--- src/rtl/dl_pkg.sv ---
// Shared types and defaults for the download-path memory loader.
package dl_pkg;

  localparam int unsigned ADDR_W_DEF     = 7;
  localparam int unsigned WORDS_DEF      = 128;
  localparam int unsigned BYTES_PER_WORD = 4;
  localparam int unsigned BYTE_W         = 8;
  localparam int unsigned WORD_W         = BYTES_PER_WORD * BYTE_W;
  localparam int unsigned LANE_W         = $clog2(BYTES_PER_WORD);

  typedef enum logic [1:0] {
    IDLE = 2'd0,
    LOAD = 2'd1,
    DONE = 2'd2
  } state_e;

  // Place a byte into its big-endian lane: lane 0 is the most significant byte.
  function automatic logic [WORD_W-1:0] insert_lane(
    input logic [WORD_W-1:0] word,
    input logic [LANE_W-1:0] lane,
    input logic [BYTE_W-1:0] data
  );
    logic [WORD_W-1:0] r;
    r = word;
    for (int unsigned i = 0; i < BYTES_PER_WORD; i++) begin
      if (lane == LANE_W'(i)) begin
        r[WORD_W-1-(i*BYTE_W) -: BYTE_W] = data;
      end
    end
    return r;
  endfunction

endpackage

--- src/rtl/byte_packer.sv ---
// Collects bytes into a big-endian word; flags the byte that completes a word.
module byte_packer
  import dl_pkg::*;
(
  input  logic              clk,
  input  logic              rst_n,
  input  logic              clear,
  input  logic              accept,
  input  logic [BYTE_W-1:0] byte_in,
  output logic [WORD_W-1:0] word_c,
  output logic              word_ready_c
);

  localparam logic [LANE_W-1:0] LAST_LANE = LANE_W'(BYTES_PER_WORD - 1);

  logic [LANE_W-1:0] cnt;
  logic [WORD_W-1:0] pack;

  // Full word as it will look once the byte on the bus is merged in.
  always_comb begin
    word_c       = insert_lane(pack, cnt, byte_in);
    word_ready_c = accept && (cnt == LAST_LANE);
  end

  // Byte counter and partial-word register; counter wraps after the last lane.
  always_ff @(posedge clk or negedge rst_n) begin
    if (!rst_n) begin
      cnt  <= '0;
      pack <= '0;
    end else if (clear) begin
      cnt  <= '0;
      pack <= '0;
    end else if (accept) begin
      cnt <= cnt + LANE_W'(1);
      if (cnt == LAST_LANE) begin
        pack <= '0;
      end else begin
        pack <= word_c;
      end
    end
  end

endmodule

--- src/rtl/write_addr_gen.sv ---
// Loads a streamed byte image into word memory, one write per packed word.
module write_addr_gen
  import dl_pkg::*;
#(
  parameter int unsigned ADDR_W = ADDR_W_DEF,
  parameter int unsigned WORDS  = WORDS_DEF
) (
  input  logic              clk,
  input  logic              rst_n,
  input  logic              start,
  input  logic [BYTE_W-1:0] byte_in,
  input  logic              byte_valid,
  output logic [ADDR_W-1:0] write_addr,
  output logic [WORD_W-1:0] write_data,
  output logic              write_en,
  output logic              busy,
  output logic              done
);

  localparam logic [ADDR_W-1:0] LAST_ADDR = ADDR_W'(WORDS - 1);

  state_e            state;
  logic              last_wr_c;
  logic              accept_c;
  logic [WORD_W-1:0] word_c;
  logic              word_ready_c;

  // Bytes count only in LOAD; a start cycle and the final write cycle swallow them.
  always_comb begin
    last_wr_c = write_en && (write_addr == LAST_ADDR);
    accept_c  = (state == LOAD) && byte_valid && !start && !last_wr_c;
  end

  byte_packer u_packer (
    .clk          (clk),
    .rst_n        (rst_n),
    .clear        (start),
    .accept       (accept_c),
    .byte_in      (byte_in),
    .word_c       (word_c),
    .word_ready_c (word_ready_c)
  );

  // Load FSM, word address counter, write strobe and data holding register.
  always_ff @(posedge clk or negedge rst_n) begin
    if (!rst_n) begin
      state      <= IDLE;
      write_addr <= '0;
      write_data <= '0;
      write_en   <= 1'b0;
      busy       <= 1'b0;
      done       <= 1'b0;
    end else begin
      write_en <= 1'b0;
      if (word_ready_c) begin
        write_data <= word_c;
        write_en   <= 1'b1;
      end
      if (start) begin
        state      <= LOAD;
        write_addr <= '0;
        busy       <= 1'b1;
        done       <= 1'b0;
      end else begin
        case (state)
          LOAD: begin
            if (write_en) begin
              if (last_wr_c) begin
                write_addr <= '0;
                state      <= DONE;
                busy       <= 1'b0;
                done       <= 1'b1;
              end else begin
                write_addr <= write_addr + ADDR_W'(1);
              end
            end
          end
          default: begin
          end
        endcase
      end
    end
  end

endmodule
--- config.mk ---
export PLATFORM = sky130hd
export DESIGN_NAME = write_addr_gen
export DESIGN_NICKNAME = d
export VERILOG_FILES = /design/src/rtl/dl_pkg.sv /design/src/rtl/byte_packer.sv /design/src/rtl/write_addr_gen.sv
export SDC_FILE = /design/constraint.sdc
export NUM_CORES = 1
export LEC_CHECK = 0
export CAP_MARGIN = 20
export CORE_MARGIN = 4
export CORE_UTILIZATION = 35
export CTS_CLUSTER_DIAMETER = 120
export CTS_CLUSTER_SIZE = 10
export DETAILED_ROUTE_END_ITERATION = 8
export PLACE_DENSITY_LB_ADDON = 0.08
export SYNTH_ARGS = -nofsm -noshare
export SYNTH_HDL_FRONTEND = slang
export SYNTH_SLANG_ARGS = --single-unit
--- constraint.sdc ---
create_clock -name clk -period 1.58 [get_ports clk]
set_input_delay 0.316 -clock clk [delete_from_list [all_inputs] [get_ports clk]]
set_output_delay 0.316 -clock clk [all_outputs]
set_load 0.05 [all_outputs]
==> metrics.md <==
| Metric | Value |
|---|---|
| Sequential share of the synthesized area | `54.66%` |
| WP data arrival | `1870 ps` |
| WHS | `slightly above 400 ps` |
| Mux cell area share after synthesis | `a little over a tenth` |
| Inserted Diodes | `0` |
| FFs w/ async S/R, synth | `100.0%` |
| Buffers on Ports | `53` |
| Top cell type by total area after synthesis | `dfrtp_1` |
| Max-Cap Viols | `0` |
| VDD IR-drop max | `between 0.0005 and 0.0006 V` |
| Vias in the first global route | `2606` |
| Failing checks | `setup timing` |
| Final period utilization | `103.5%` |
| Layout cell share with drive strength beyond 1 | `between 30% and 40%` |
| RSZ-0062 raised after global routing | `yes` |
| Synth area leaders | `dfrtp_1 (55%), mux2i_1 (7.7%), o32ai_1 (5.6%)` |
| Die Area | `10470 sq um` |
| Area of the mapped netlist | `~3100 sq um` |
| Routed len/inst | `between 15 and 20 um` |
| CP max stage cell | `dfrtp_2` |
| Outcome | `complete, but fails checks` |
| CTS Buffer Depth | `2` |
| Post-synthesis register bit count | `approximately 70` |
| Max-slew headroom | `74.88%` |
| DIE WIDTH | `102.3 um` |
| GR Overflow Total | `0` |
| Slack of the critical path | `-55.12 ps` |
| First-pass GRT wire length | `approximately 13 mm` |
| GRT Util Overall | `16.75%` |
| DRC | `0` |
| Final setup viols | `14` |
| Top-area cell type share of the netlist area | `54.66%` |
| P&R area growth vs syn | `58.72%` |
| Number of enable flip-flop cells after synthesis | `0` |
| FP Rows | `34` |
| TritonCTS clock tree | `yes` |
| Compound-cell area share of the yosys netlist | `13.71%` |
| Final ANT Viol Nets | `0` |
| Htree depth | `3` |
| Xor/xnor share of the synthesized area | `1.125%` |
| Crit Path Max Fanout | `6` |
| Iter 0 DRT Violations | `between 70 and 80` |
| Dpl hpwl | `between 5 and 6 mm` |
| Final wirelength | `8.071 mm` |
| Routed via count | `roughly 2500` |
| Critical Path Max Stage Delay | `390 ps` |
| Pleak | `roughly 2.2 nW` |
| Sink Count | `68` |
| Area of the core | `a little under 9000 sq um` |
| Crit path top cell by count | `buf_8` |
| Crit Path Category | `reg -> reg` |
| Max-slew violations | `0` |
| DR WL met2 | `4.094 mm` |
| Syn Inst Count | `approximately 290` |
| DRT met1 WL | `3.532 mm` |
| Worst-Skew Late Latency | `between 300 and 400 ps` |
| PwrDens | `986.6 nW/um^2` |
| Most used flip-flop cell after synthesis | `dfrtp_1` |
| Simple-Gate Fraction of Synth Area | `11.74%` |
| Met3 WL post-DR | `about 340 um` |
| Clock transition at path regs | `70 ps` |
| Fmax | `611.6 MHz` |
| Setup TNS | `-647.2 ps` |
| Synth unique cells | `36` |
| Placed Area | `~4400 sq um` |
| Post-Synth Adder-Cell Area | `2.010%` |
| Worst path required time | `approximately 1800 ps` |
| Final Instance Area | `4941 sq um` |
| Worst Hold Class | `in -> async` |
| GP Congestion | `just over 0.8` |
| Layout Skew | `~10 ps` |
| Die Y | `approximately 100 um` |
| Syn Area/Cell | `between 10 and 15 sq um` |
| TritonRoute pass-1 iters | `4` |
| Yosys warnings | `0` |
| Mapped Nets | `309` |
| CP endpoint kind | `flip-flop` |
| Highest metal used | `met4` |
| Starting Density | `35.87%` |
| Min Tclk post-route | `1635 ps` |
| CTS Buf Count | `9` |
| Largest family of logic cells by synthesized area | `compound AO/OA/AOI/OAI gates` |
| Largest net degree at the start of global routing | `34` |
| Vias per cell | `5.044` |
| Clock root buffer | `clkbuf_8` |
| Startpoint Class | `flip-flop` |
| Count leader, synth | `dfrtp_1` |
| Total Nets Final | `~400` |
| Critical path cell sequence | `ha_4 > nand4_4 > o2111ai_4 > buf_12 > buf_8 > buf_8 > o21ai_1` |
| Post-synth top cells | `dfrtp_1 (68), nand2_1 (41), o21ai_0 (28)` |
| Initial antenna violation count | `0` |
| Worst-margin pin slew | `376.9 ps` |
| Final hold vios | `0` |
| I/O pins | `54` |
-- state kept, by name, indices dropped and copies added (netlist names) --
signal,cells
state,2
u_packer.cnt,2
u_packer.pack,24
write_addr,7
write_data,32
write_en,1
-- cell usage in the layout, fill, tap and decap left out, types with 5 or more instances in the layout --
master,synthesis,routed
nor2_1,11,10
mux2i_1,24,24
buf_12,0,46
buf_6,4,5
o21ai_2,1,7
o21ai_0,28,8
mux2_4,0,8
clkbuf_8,0,10
a21oi_1,8,8
clkdlybuf4s50_1,0,10
o21ai_1,1,14
nand2_1,41,34
dfrtp_1,68,59
nand2_2,0,7
dfrtp_2,0,9
buf_4,2,34
o32ai_1,20,18
inv_1,25,25
-- layer usage --
| layer | vias up | track usage (%) |
|---|---|---|
| met4 | 0 | 5.247 |
| met5 | - | 0 |
| met3 | 10 | 4.369 |
| met1 | 1251 | 21.52 |
| li1 | 1220 | - |
| met2 | 46 | 27.74 |
-- cell families after synthesis --
kind of cell	after synthesis
flops	68
buf+inv	41
xor+xnor	4
compound gates	65
fa+ha+maj	5
simple gates	77
mux	32
-- timing repair --
item	in CTS	in global routing
cloned	2	0
pin swaps	4	5
setup buffers	11	3
hold buffers	1	0
endpoints found under the hold margin	12	0
endpoints found under the setup margin	28	60
gates resized for setup	22	39
-- worst max-delay path: cells and delay by family, from the launching register on --
kind,cells,cell delay [ps]
simple gates,1,130
buf+inv,3,410
compound gates,2,430
fa+ha+maj,1,160
flops,1,390
-- stage by stage --
stage / std cells / worst slack [ps] / utilization (%) / power (mW)
after floorplan: 292 / -161.6 / - / 2.602
after global placement: 470 / -255.3 / 51.14 / 3.257
after detailed placement: 470 / -276.6 / 51.14 / 3.268
after CTS: 500 / -69.36 / 55.97 / 4.905
after global routing: 501 / -125.7 / 56.93 / 5.088
final: 501 / -55.12 / 56.93 / 4.875
-- where the power goes --
group	switching (mW)	internal (mW)	total, mW
logic	0.673	0.617	1.29
registers	0.127	1.87	2.00
clock network	0.656	0.931	1.59
-- path summary, 6_finish.rpt --
check	from	endpoint	slack, ps	cells after the start
max	write_addr[1]	write_data[25]	-60	7
min	rst_n	write_data[27]	410	2
max reg2reg	write_addr[1]	write_data[25]	-60	7
min reg2reg	write_data[4]	write_data[4]	510	1
max in group asynchronous	rst_n	write_addr[2]	640	3
min in group clk	write_data[4]	write_data[4]	510	1
-- cell type report --
class / count / area [sq um]
Clock buffer: 12 / 145.1
Clock inverter: 4 / 72.57
Fill cell: 771 / 3737
Inverter: 25 / 93.84
Multi-Input combinational cell: 183 / 1374
Sequential cell: 68 / 1713
Tap cell: 108 / 135.1
Timing Repair Buffer: 101 / 1408
Power figures use the tool's default switching activity.
